File: config.mk
export PLATFORM = sky130hd
export DESIGN_NAME = rrat
export DESIGN_NICKNAME = d
export VERILOG_FILES = /design/src/rtl/rrat_pkg.sv /design/src/rtl/rrat_free_list.sv /design/src/rtl/rrat.sv
export SDC_FILE = /design/constraint.sdc
export NUM_CORES = 1
export LEC_CHECK = 0
export CORE_UTILIZATION = 40
export CTS_BUF_LIST = sky130_fd_sc_hd__clkbuf_4 sky130_fd_sc_hd__clkbuf_8
export DETAILED_ROUTE_END_ITERATION = 12
export PLACE_DENSITY = 0.71
export SLEW_MARGIN = 5
export SYNTH_ARGS = -nofsm -noshare
export SYNTH_HDL_FRONTEND = slang
export SYNTH_SLANG_ARGS = --single-unit
File: constraint.sdc
create_clock -name clock -period 4.74 [get_ports clock]
set_input_delay 0.711 -clock clock [delete_from_list [all_inputs] [get_ports clock]]
set_output_delay 0.711 -clock clock [all_outputs]
set_load 0.01 [all_outputs]
File: src/rtl/rrat_pkg.sv
// Shared types and sizing for the retirement alias table and the RAT that consumes its broadcast.
package rrat_pkg;

  localparam int unsigned ARCH_REG_NUM = 32;
  localparam int unsigned PHYS_REG_NUM = 64;
  localparam int unsigned CT_WIDTH     = 2;
  localparam int unsigned FL_DEPTH     = PHYS_REG_NUM - ARCH_REG_NUM;

  localparam int unsigned PRN_W  = $clog2(PHYS_REG_NUM);
  localparam int unsigned AR_W   = $clog2(ARCH_REG_NUM);
  localparam int unsigned HEAD_W = $clog2(FL_DEPTH);

  typedef logic [PRN_W-1:0] PRN;
  typedef logic [AR_W-1:0]  ARCH_REG;

  typedef struct packed {
    logic    valid;
    logic    has_dest;
    ARCH_REG arch_reg;
    PRN      prn;
  } ROB_CT_PACKET;

  typedef struct packed {
    logic                    squash;
    logic [CT_WIDTH-1:0]     free_valid;
    PRN   [CT_WIDTH-1:0]     free_prn;
    PRN   [ARCH_REG_NUM-1:0] rrat_table;
    PRN   [FL_DEPTH-1:0]     free_list;
    logic [HEAD_W-1:0]       head;
  } RRAT_CT_OUTPUT;

  // Only commits that actually rename a non-zero architectural register touch state.
  function automatic logic is_effective(input ROB_CT_PACKET p);
    return p.valid && p.has_dest && (p.arch_reg != '0);
  endfunction

endpackage

File: src/rtl/rrat_free_list.sv
// Architectural free list: circular array that is always full; each write replaces the entry at head and advances it.
module rrat_free_list
  import rrat_pkg::*;
(
  input  logic                      clock,
  input  logic                      reset,
  input  logic [CT_WIDTH-1:0]       wr_en,
  input  PRN   [CT_WIDTH-1:0]       wr_data,
  output PRN   [CT_WIDTH-1:0]       expected,
  output PRN   [FL_DEPTH-1:0]       fl,
  output logic [HEAD_W-1:0]         head
);

  PRN   [FL_DEPTH-1:0] fl_q;
  PRN   [FL_DEPTH-1:0] fl_d;
  logic [HEAD_W-1:0]   head_q;
  logic [HEAD_W-1:0]   head_d;
  logic [HEAD_W-1:0]   pos;

  // Each enabled slot claims the next position; expected values are read before any same-cycle write.
  always_comb begin
    fl_d     = fl_q;
    pos      = head_q;
    expected = '0;
    for (int unsigned i = 0; i < CT_WIDTH; i++) begin
      expected[i] = fl_q[pos];
      if (wr_en[i]) begin
        fl_d[pos] = wr_data[i];
        pos       = pos + 1'b1;
      end
    end
    head_d = pos;
  end

  always_ff @(posedge clock or negedge reset) begin
    if (!reset) begin
      for (int unsigned j = 0; j < FL_DEPTH; j++) begin
        fl_q[j] <= PRN'(ARCH_REG_NUM + j);
      end
      head_q <= '0;
    end else begin
      fl_q   <= fl_d;
      head_q <= head_d;
    end
  end

  assign fl   = fl_q;
  assign head = head_q;

endmodule

File: src/rtl/rrat.sv
// Retirement RAT: applies in-order commits to the committed map, recycles old PRNs and broadcasts the image.
module rrat
  import rrat_pkg::*;
(
  input  logic                          clock,
  input  logic                          reset,
  input  ROB_CT_PACKET [CT_WIDTH-1:0]   rob_ct_packet,
  input  logic                          squash,
  output RRAT_CT_OUTPUT                 rrat_ct_output,
  output logic                          alloc_mismatch
);

  PRN   [ARCH_REG_NUM-1:0] table_q;
  PRN   [ARCH_REG_NUM-1:0] table_d;
  logic [CT_WIDTH-1:0]     eff;
  PRN   [CT_WIDTH-1:0]     old_prn;
  PRN   [CT_WIDTH-1:0]     expected;
  PRN   [FL_DEPTH-1:0]     fl;
  logic [HEAD_W-1:0]       head;
  logic                    mismatch_d;

  logic                    squash_q;
  logic [CT_WIDTH-1:0]     free_valid_q;
  PRN   [CT_WIDTH-1:0]     free_prn_q;
  logic                    mismatch_q;

  always_comb begin
    eff = '0;
    for (int unsigned i = 0; i < CT_WIDTH; i++) begin
      eff[i] = is_effective(rob_ct_packet[i]);
    end
  end

  // Slots chain through the running table so a younger slot sees an older slot's new mapping.
  always_comb begin
    table_d = table_q;
    old_prn = '0;
    for (int unsigned i = 0; i < CT_WIDTH; i++) begin
      if (eff[i]) begin
        old_prn[i]                          = table_d[rob_ct_packet[i].arch_reg];
        table_d[rob_ct_packet[i].arch_reg]  = rob_ct_packet[i].prn;
      end
    end
  end

  always_comb begin
    mismatch_d = 1'b0;
    for (int unsigned i = 0; i < CT_WIDTH; i++) begin
      if (eff[i] && (rob_ct_packet[i].prn != expected[i])) begin
        mismatch_d = 1'b1;
      end
    end
  end

  rrat_free_list u_free_list (
    .clock    (clock),
    .reset    (reset),
    .wr_en    (eff),
    .wr_data  (old_prn),
    .expected (expected),
    .fl       (fl),
    .head     (head)
  );

  always_ff @(posedge clock or negedge reset) begin
    if (!reset) begin
      for (int unsigned i = 0; i < ARCH_REG_NUM; i++) begin
        table_q[i] <= PRN'(i);
      end
      squash_q     <= 1'b0;
      free_valid_q <= '0;
      free_prn_q   <= '0;
      mismatch_q   <= 1'b0;
    end else begin
      table_q      <= table_d;
      squash_q     <= squash;
      free_valid_q <= eff;
      free_prn_q   <= old_prn;
      mismatch_q   <= mismatch_d;
    end
  end

  always_comb begin
    rrat_ct_output            = '0;
    rrat_ct_output.squash     = squash_q;
    rrat_ct_output.free_valid = free_valid_q;
    rrat_ct_output.free_prn   = free_prn_q;
    rrat_ct_output.rrat_table = table_q;
    rrat_ct_output.free_list  = fl;
    rrat_ct_output.head       = head;
  end

  assign alloc_mismatch = mismatch_q;

endmodule

==> impl_results.md, run 1 <==
- Outcome: finished clean
- Fin. Hold Viols: 0
- Final instance area: between 30000 and 40000 um2
- IO Pins: 434
- # clock sinks: between 400 and 500
- H-tree depth: 3
- Later-pin clock latency in the skew report: roughly 0.71 ns
- Post-cts sizing count: 0
- First-pass GRT wire length: roughly 170000 um
- GRT Util Overall: 0.355
- Post-Syn Nets: between 2000 and 3000
- Fin Setup TNS: 0 ns
- GP Congestion: just over 1
- Hpwl dp: between 80000 and 90000 um
- Largest net degree at the start of global routing: around 120
- Fmax achieved: 0.244 GHz
- Vias in the first global route: 23500
- Mapped cell area: 25500 um2
- Critical path capture point type: flop
- Die area: roughly 65000 um2
- Sequential area share after synthesis: 0.407
- Async S/R FF share, synth: 1.00
- Main synth FF type: dfrtp_1
- Setup-failing EPs final: 0
- Final Slew Violations: 0
- Worst setup SP type: flop
- DP Area: between 30000 and 40000 um2
- Cell taking the most area after synthesis: dfrtp_1
- Root buf cell: clkbuf_8
- Synth warn: 0
- Inserted Clock Buffers: 77
- Clock share of power: 0.188
- # DRC: 0
- Total congestion overflow: 0
- PwrDens: between 600 and 700 nW/um2
- Slew of the pin with the lowest slew margin: roughly 1.1 ns
- DIE WIDTH: 254 um
- Max IR drop VDD: between 0.2 and 0.3 mV
- RSZ-0062 raised after global routing: false
- NetSw: between 8 and 9 mW
- Drt first pass iters: 6
- Cells after Synth: 2512
- Total chip power: a little over 20 mW
- CTS tree: yes
- Setup Buffers After CTS: 0
- Final worst setup slack: between 0.6 and 0.7 ns
- Port buffer count: 433
- Gate power share: 0.470
- Share of power burned in registers: 0.341
- Initial Util: 0.404
- Via count: between 20000 and 25000
- Worst slew margin: 0.289
- Yosys cell types: 67
- Synth top area cells: dfrtp_1 (21%), dfstp_2 (20%), mux4_2 (15%)
- DRC marker count from the first detailed-route iteration: ~3500
- Critical Path RT: 5.32 ns
- Tcrit/Tclk final: 0.864
- Ratio of cells with drive above 1 in the final layout: 0.231
- Nets@finish: 2910
- Post-route ant nets: 0
- # rows: 92
- Final wirelength: ~120000 um
- Crit Path Category: flop to flop
- CP arrival: 4.68 ns
- Tightest Hold Check Type: input port to asynchronous set/reset pin
- Pleak: 12.1 nW
- Core area: 63100 um2
- Clock slew at reported path FFs: roughly 0.070 ns
- Post-synthesis register bit count: about 410
- Clk buf depth: 3
- Post-route minimum period: approximately 4 ns
- Fill count: 5688
- Int Power: 12.0 mW
- Critical-path maximum fanout: 28
- Die H: 254 um
- Via density: 6.49
- Number of synthesized flops with an enable pin: 0
- Clock Skew: between 0.06 and 0.07 ns
- Hold-fix buffers at CTS: 0
- Mean Syn Cell Area: 10.1 um2
- Max-cap viol count: 0
- Final Core Density: 0.515
- Wirelength per Cell: approximately 31 um
- Area fraction of the dominant cell type after synthesis: 0.209
- Post-Place Worst Slack: ~0.14 ns
- Initial antenna violation count: 4
- Synthesis-to-finish area growth: 27.5%
- Switching Fraction: 0.414
synthesized netlist by cell type (8+ instances only):
| library cell | count |
|---|---|
| a21oi_1 | 273 |
| a221oi_1 | 11 |
| a22oi_1 | 39 |
| a32oi_1 | 20 |
| and3_1 | 13 |
| buf_1 | 13 |
| buf_2 | 23 |
| buf_4 | 9 |
| clkbuf_1 | 207 |
| dfrtp_1 | 213 |
| dfstp_2 | 192 |
| inv_1 | 10 |
| mux2_2 | 19 |
| mux2i_1 | 297 |
| mux4_2 | 168 |
| nand2_1 | 207 |
| nand3_1 | 41 |
| nand4_1 | 10 |
| nor2_1 | 330 |
| nor2_2 | 17 |
| nor2b_1 | 8 |
| nor3_1 | 12 |
| nor4_1 | 9 |
| o211ai_1 | 75 |
| o21ai_0 | 60 |
| o21ai_1 | 94 |
| o22ai_1 | 27 |
| xnor2_1 | 9 |
| xor2_1 | 12 |
kinds of logic after synthesis:
kind of cell	count (synthesis)	share of synthesized area
AOI/OAI and AO/OA	628	0.145
buffers and inverters	270	0.0438
adders and majority gates	6	0.00294
muxes	484	0.273
xor gates and xnor gates	21	0.00721
and+or+nand+nor	698	0.121
DFF	405	0.407
path summary, 6_finish.rpt:
check / start / endpoint / slack (ns) / cells after the start
setup reg to reg: u_free_list.head[0]$_DFF_PN0_ / alloc_mismatch$_DFF_PN0_ / 0.64 / 13
hold / removal: reset / squash_q$_DFF_PN0_ / 0.08 / 1
setup / recovery: u_free_list.head[0]$_DFF_PN0_ / alloc_mismatch$_DFF_PN0_ / 0.64 / 13
max in group asynchronous: reset / rrat_ct_output[239]$_DFF_PN1_ / 3.46 / 2
min in group clock: rrat_ct_output[198]$_DFF_PN0_ / rrat_ct_output[198]$_DFF_PN0_ / 0.45 / 0
hold reg to reg: rrat_ct_output[198]$_DFF_PN0_ / rrat_ct_output[198]$_DFF_PN0_ / 0.45 / 0
layout by cell type (no fill, tap or decap), types with 60 or more instances in the layout:
master	Yosys	layout
clkdlybuf4s50_1	0	429
nor2_1	330	330
mux2i_1	297	297
a21oi_1	273	272
dfrtp_1	213	211
nand2_1	207	207
dfstp_2	192	192
mux4_2	168	168
buf_4	9	100
clkbuf_8	0	95
o21ai_1	94	94
o211ai_1	75	75
o21ai_0	60	60
state kept, by name (all words and copies together), names as in the netlist:
register and flops:
rrat_ct_output 204, u_free_list.fl 192, u_free_list.head 5, free_valid_q 2, alloc_mismatch 1, squash_q 1
final cells by class:
| type | instances | area (um2) | area share |
|---|---|---|---|
| Clock inverter | 21 | 210 | 0.00647 |
| Antenna cell | 2 | 5.00 | 0.000154 |
| Inverter | 13 | 51.3 | 0.00158 |
| Clock buffer | 122 | 1510 | 0.0465 |
| Timing Repair Buffer | 541 | 5250 | 0.162 |
| Sequential cell | 405 | 10400 | 0.319 |
| Tap cell | 846 | 1060 | 0.0326 |
| Multi-Input combinational cell | 1837 | 14000 | 0.432 |
critical path, cell delays in order, from the launching register on:
cell and delay (ns):
dfrtp_4 0.77, inv_1 0.21, ha_1 0.35, and3_1 0.17, o21ai_2 0.07, nand2_1 0.19, inv_2 0.36, buf_12 0.27
mux4_2 0.30, o22ai_1 0.12, nor4_1 0.63, xor2_1 0.13, nor2_1 0.24, a31oi_1 0.12
power by group through the flow:
| stage | Sequential (mW) | Clock, mW | Combinational, mW |
|---|---|---|---|
| floorplan | 6.52 | 0 | 4.57 |
| global placement | 6.89 | 0 | 9.34 |
| detailed placement | 6.92 | 0 | 9.44 |
| CTS | 6.89 | 3.89 | 9.50 |
| global route | 7.06 | 4.05 | 10.1 |
| finish | 7.00 | 3.86 | 9.64 |
layer usage:
| metal | up-vias | wire length, um | GRT usage |
|---|---|---|---|
| li1 | 9997 | - | - |
| met1 | 12100 | 44100 | 0.472 |
| met2 | 2096 | 50900 | 0.532 |
| met3 | 354 | 14600 | 0.0988 |
| met4 | 8 | 6230 | 0.178 |
| met5 | - | 60 | 0 |
stage by stage:
stage,cells,hold slack (ns)
after floorplan,2512,0.415
after CTS,3785,0.0722
final,3787,0.0840
after global placement,3642,0.448
after global routing,3785,0.143
after detailed placement,3642,0.443
No activity file was read; power rests on OpenSTA's default activity.
==> run 2: changes to the inputs <==
CTS_CLUSTER_DIAMETER = 50   (was unset)
==> impl_results.md, run 2 (synthesis results as in run 1) <==
- Outcome: finished clean
- Setup-failing EPs final: 0
- Critical-path maximum fanout: 28
- DIE WIDTH: roughly 250 um
- Die H: ~250 um
- Wirelength per Cell: a little over 30 um
- Max-cap viol count: 0
- Synthesis-to-finish area growth: 28.1%
- Most frequent cells in the layout: clkdlybuf4s50_1 (429), nor2_1 (330), mux2i_1 (297), a21oi_1 (272), dfrtp_1 (211)
- Initial antenna violation count: 3
- Int Power: approximately 12 mW
- Setup Buffers After CTS: 0
- Inserted Clock Buffers: between 80 and 90
- Clk buf depth: 3
- Slowest CP cell: dfrtp_4
- Critical path capture point type: flop
- Total chip power: 20.8 mW
- Vias in the first global route: ~24000
- Met1 Use GR: 0.473
- Ratio of cells with drive above 1 in the final layout: 0.233
- Tcrit/Tclk final: 0.892
- Core area: about 63000 um2
- Post-route ant nets: 0
- Final Slew Violations: 0
- # DRC: 0
- Fmax achieved: about 0.24 GHz
- CTS tree: yes
- Gate power share: 0.464
- Hold-fix buffers at CTS: 0
- Tightest Hold Check Type: input port to asynchronous set/reset pin
- Fin. Hold Viols: 0
- First-pass GRT wire length: about 170000 um
- Nets@finish: 2914
- Final worst setup slack: between 0.5 and 0.6 ns
- H-tree depth: 3
- Final hold slack: roughly 0.08 ns
- Pleak: approximately 12 nW
- Buf/Inv on CP: 3
- Max IR drop VDD: between 0.2 and 0.3 mV
- Clock slew at reported path FFs: 0.05 ns
- GP Congestion: ~1.0
- Port buffer count: around 430
- Max reg flops: 204
- Final cell count without fillers: between 3000 and 4000
- CP peak stage delay: 0.76 ns
- Final wirelength: ~120000 um
- Crit path max-delay family: simple AND/OR/NAND/NOR gates
- Clock Skew: approximately 0.050 ns
- Most common cell after layout, fill and taps aside: clkdlybuf4s50_1
- # rows: 92
- Global routing met3 resource utilization: 0.0957
- PwrDens: between 600 and 700 nW/um2
- Switching Fraction: 0.411
- Root buf cell: clkbuf_8
- Post-route minimum period: roughly 4.2 ns
- CP arrival: 4.75 ns
- RSZ-0062 raised after global routing: false
- # clock sinks: just over 400
- GR Layer Usage met2: 0.538
- Post-Place Worst Slack: 0.142 ns
- Crit Path Category: flop to flop
- Critical Path RT: 5.26 ns
- GRT Util Overall: 0.356
- DRC marker count from the first detailed-route iteration: between 3000 and 4000
- Total congestion overflow: 0
- Post-cts sizing count: 0
- Via density: 6.49
- Worst slew margin: 0.261
- Die area: approximately 65000 um2
- Slew of the pin with the lowest slew margin: 1.10 ns
- Later-pin clock latency in the skew report: 0.70 ns
- Dpl cells: between 3000 and 4000
- Hpwl dp: about 82000 um
- Worst setup SP type: flop
- Drt first pass iters: 7
- NetSw: between 8 and 9 mW
- Fin Setup TNS: 0 ns
- Fill count: about 5700
- Initial Util: 0.404
- IO Pins: between 400 and 500
- Share of power burned in registers: 0.337
- Most crowded layer after global routing: met2
- Largest net degree at the start of global routing: ~120
- Via count: between 20000 and 25000
- Clock share of power: 0.198
- Worst-path cell chain: inv_1, ha_1, and3_1, o21ai_2, nand2_1, inv_2, buf_12, mux4_2, o22ai_1, nor4_1, xor2_1, nor2_1, a31oi_1
==> run 2: changes by cell type in the layout (fill, tap and decap cells not counted), sizes merged <==
cell	delta
diode	+1
clkbuf	+8
bufinv	+2
inv	+2
clkinv	-7
clkinvlp	+3
==> run 2: layout make-up <==
cell class | instances | area, um2 | area share
clock buffer | 130 | 1610 | 0.0492
multi-input combinational | 1837 | 14000 | 0.430
inverter | 13 | 51.3 | 0.00157
clock inverter | 21 | 256 | 0.00786
antenna | 3 | 7.51 | 0.000230
timing repair buffer | 541 | 5250 | 0.161
sequential | 405 | 10400 | 0.318
tap | 846 | 1060 | 0.0324
==> run 2: worst register-to-register path, cell delays in order (launching register included) <==
cell and delay, ns:
dfrtp_4 0.76, inv_1 0.23, ha_1 0.35, and3_1 0.17, o21ai_2 0.07, nand2_1 0.18
inv_2 0.36, buf_12 0.28, mux4_2 0.29, o22ai_1 0.14, nor4_1 0.74, xor2_1 0.13
nor2_1 0.26, a31oi_1 0.12
==> run 2: final timing paths <==
path                                                    start                            end  slack, ns  cells past startpoint
worst max-delay path            u_free_list.head[0]$_DFF_PN0_       alloc_mismatch$_DFF_PN0_       0.51                     13
worst min-delay path                                    reset             squash_q$_DFF_PN0_       0.08                      1
worst max register to register  u_free_list.head[0]$_DFF_PN0_       alloc_mismatch$_DFF_PN0_       0.51                     13
worst min register to register  rrat_ct_output[198]$_DFF_PN0_  rrat_ct_output[198]$_DFF_PN0_       0.46                      0
max in group asynchronous                               reset  rrat_ct_output[233]$_DFF_PN0_       3.45                      2
min in group clock              rrat_ct_output[198]$_DFF_PN0_  rrat_ct_output[198]$_DFF_PN0_       0.46                      0
==> run 2: metrics by stage <==
step | area (um2) | utilization
after floorplan | 25500 | -
after global placement | 30800 | 0.488
after detailed placement | 30800 | 0.488
after CTS | 32600 | 0.517
after global routing | 32600 | 0.517
final | 32600 | 0.518
==> run 2: power by group through the flow <==
stage	clock network (mW)	registers, mW	logic [mW]
2_1_floorplan	0	6.52	4.57
3_3_place_gp	0	6.89	9.34
3_5_place_dp	0	6.92	9.44
5_1_grt	4.31	7.06	10.1
6_report	4.12	7.01	9.66
4_1_cts	4.15	6.89	9.50
==> run 2: per-layer routing <==
layer,part of all wire,routed length [um]
met1,0.38,43900
met2,0.44,51400
met3,0.13,15100
met4,0.052,6080
met5,0.00022,26
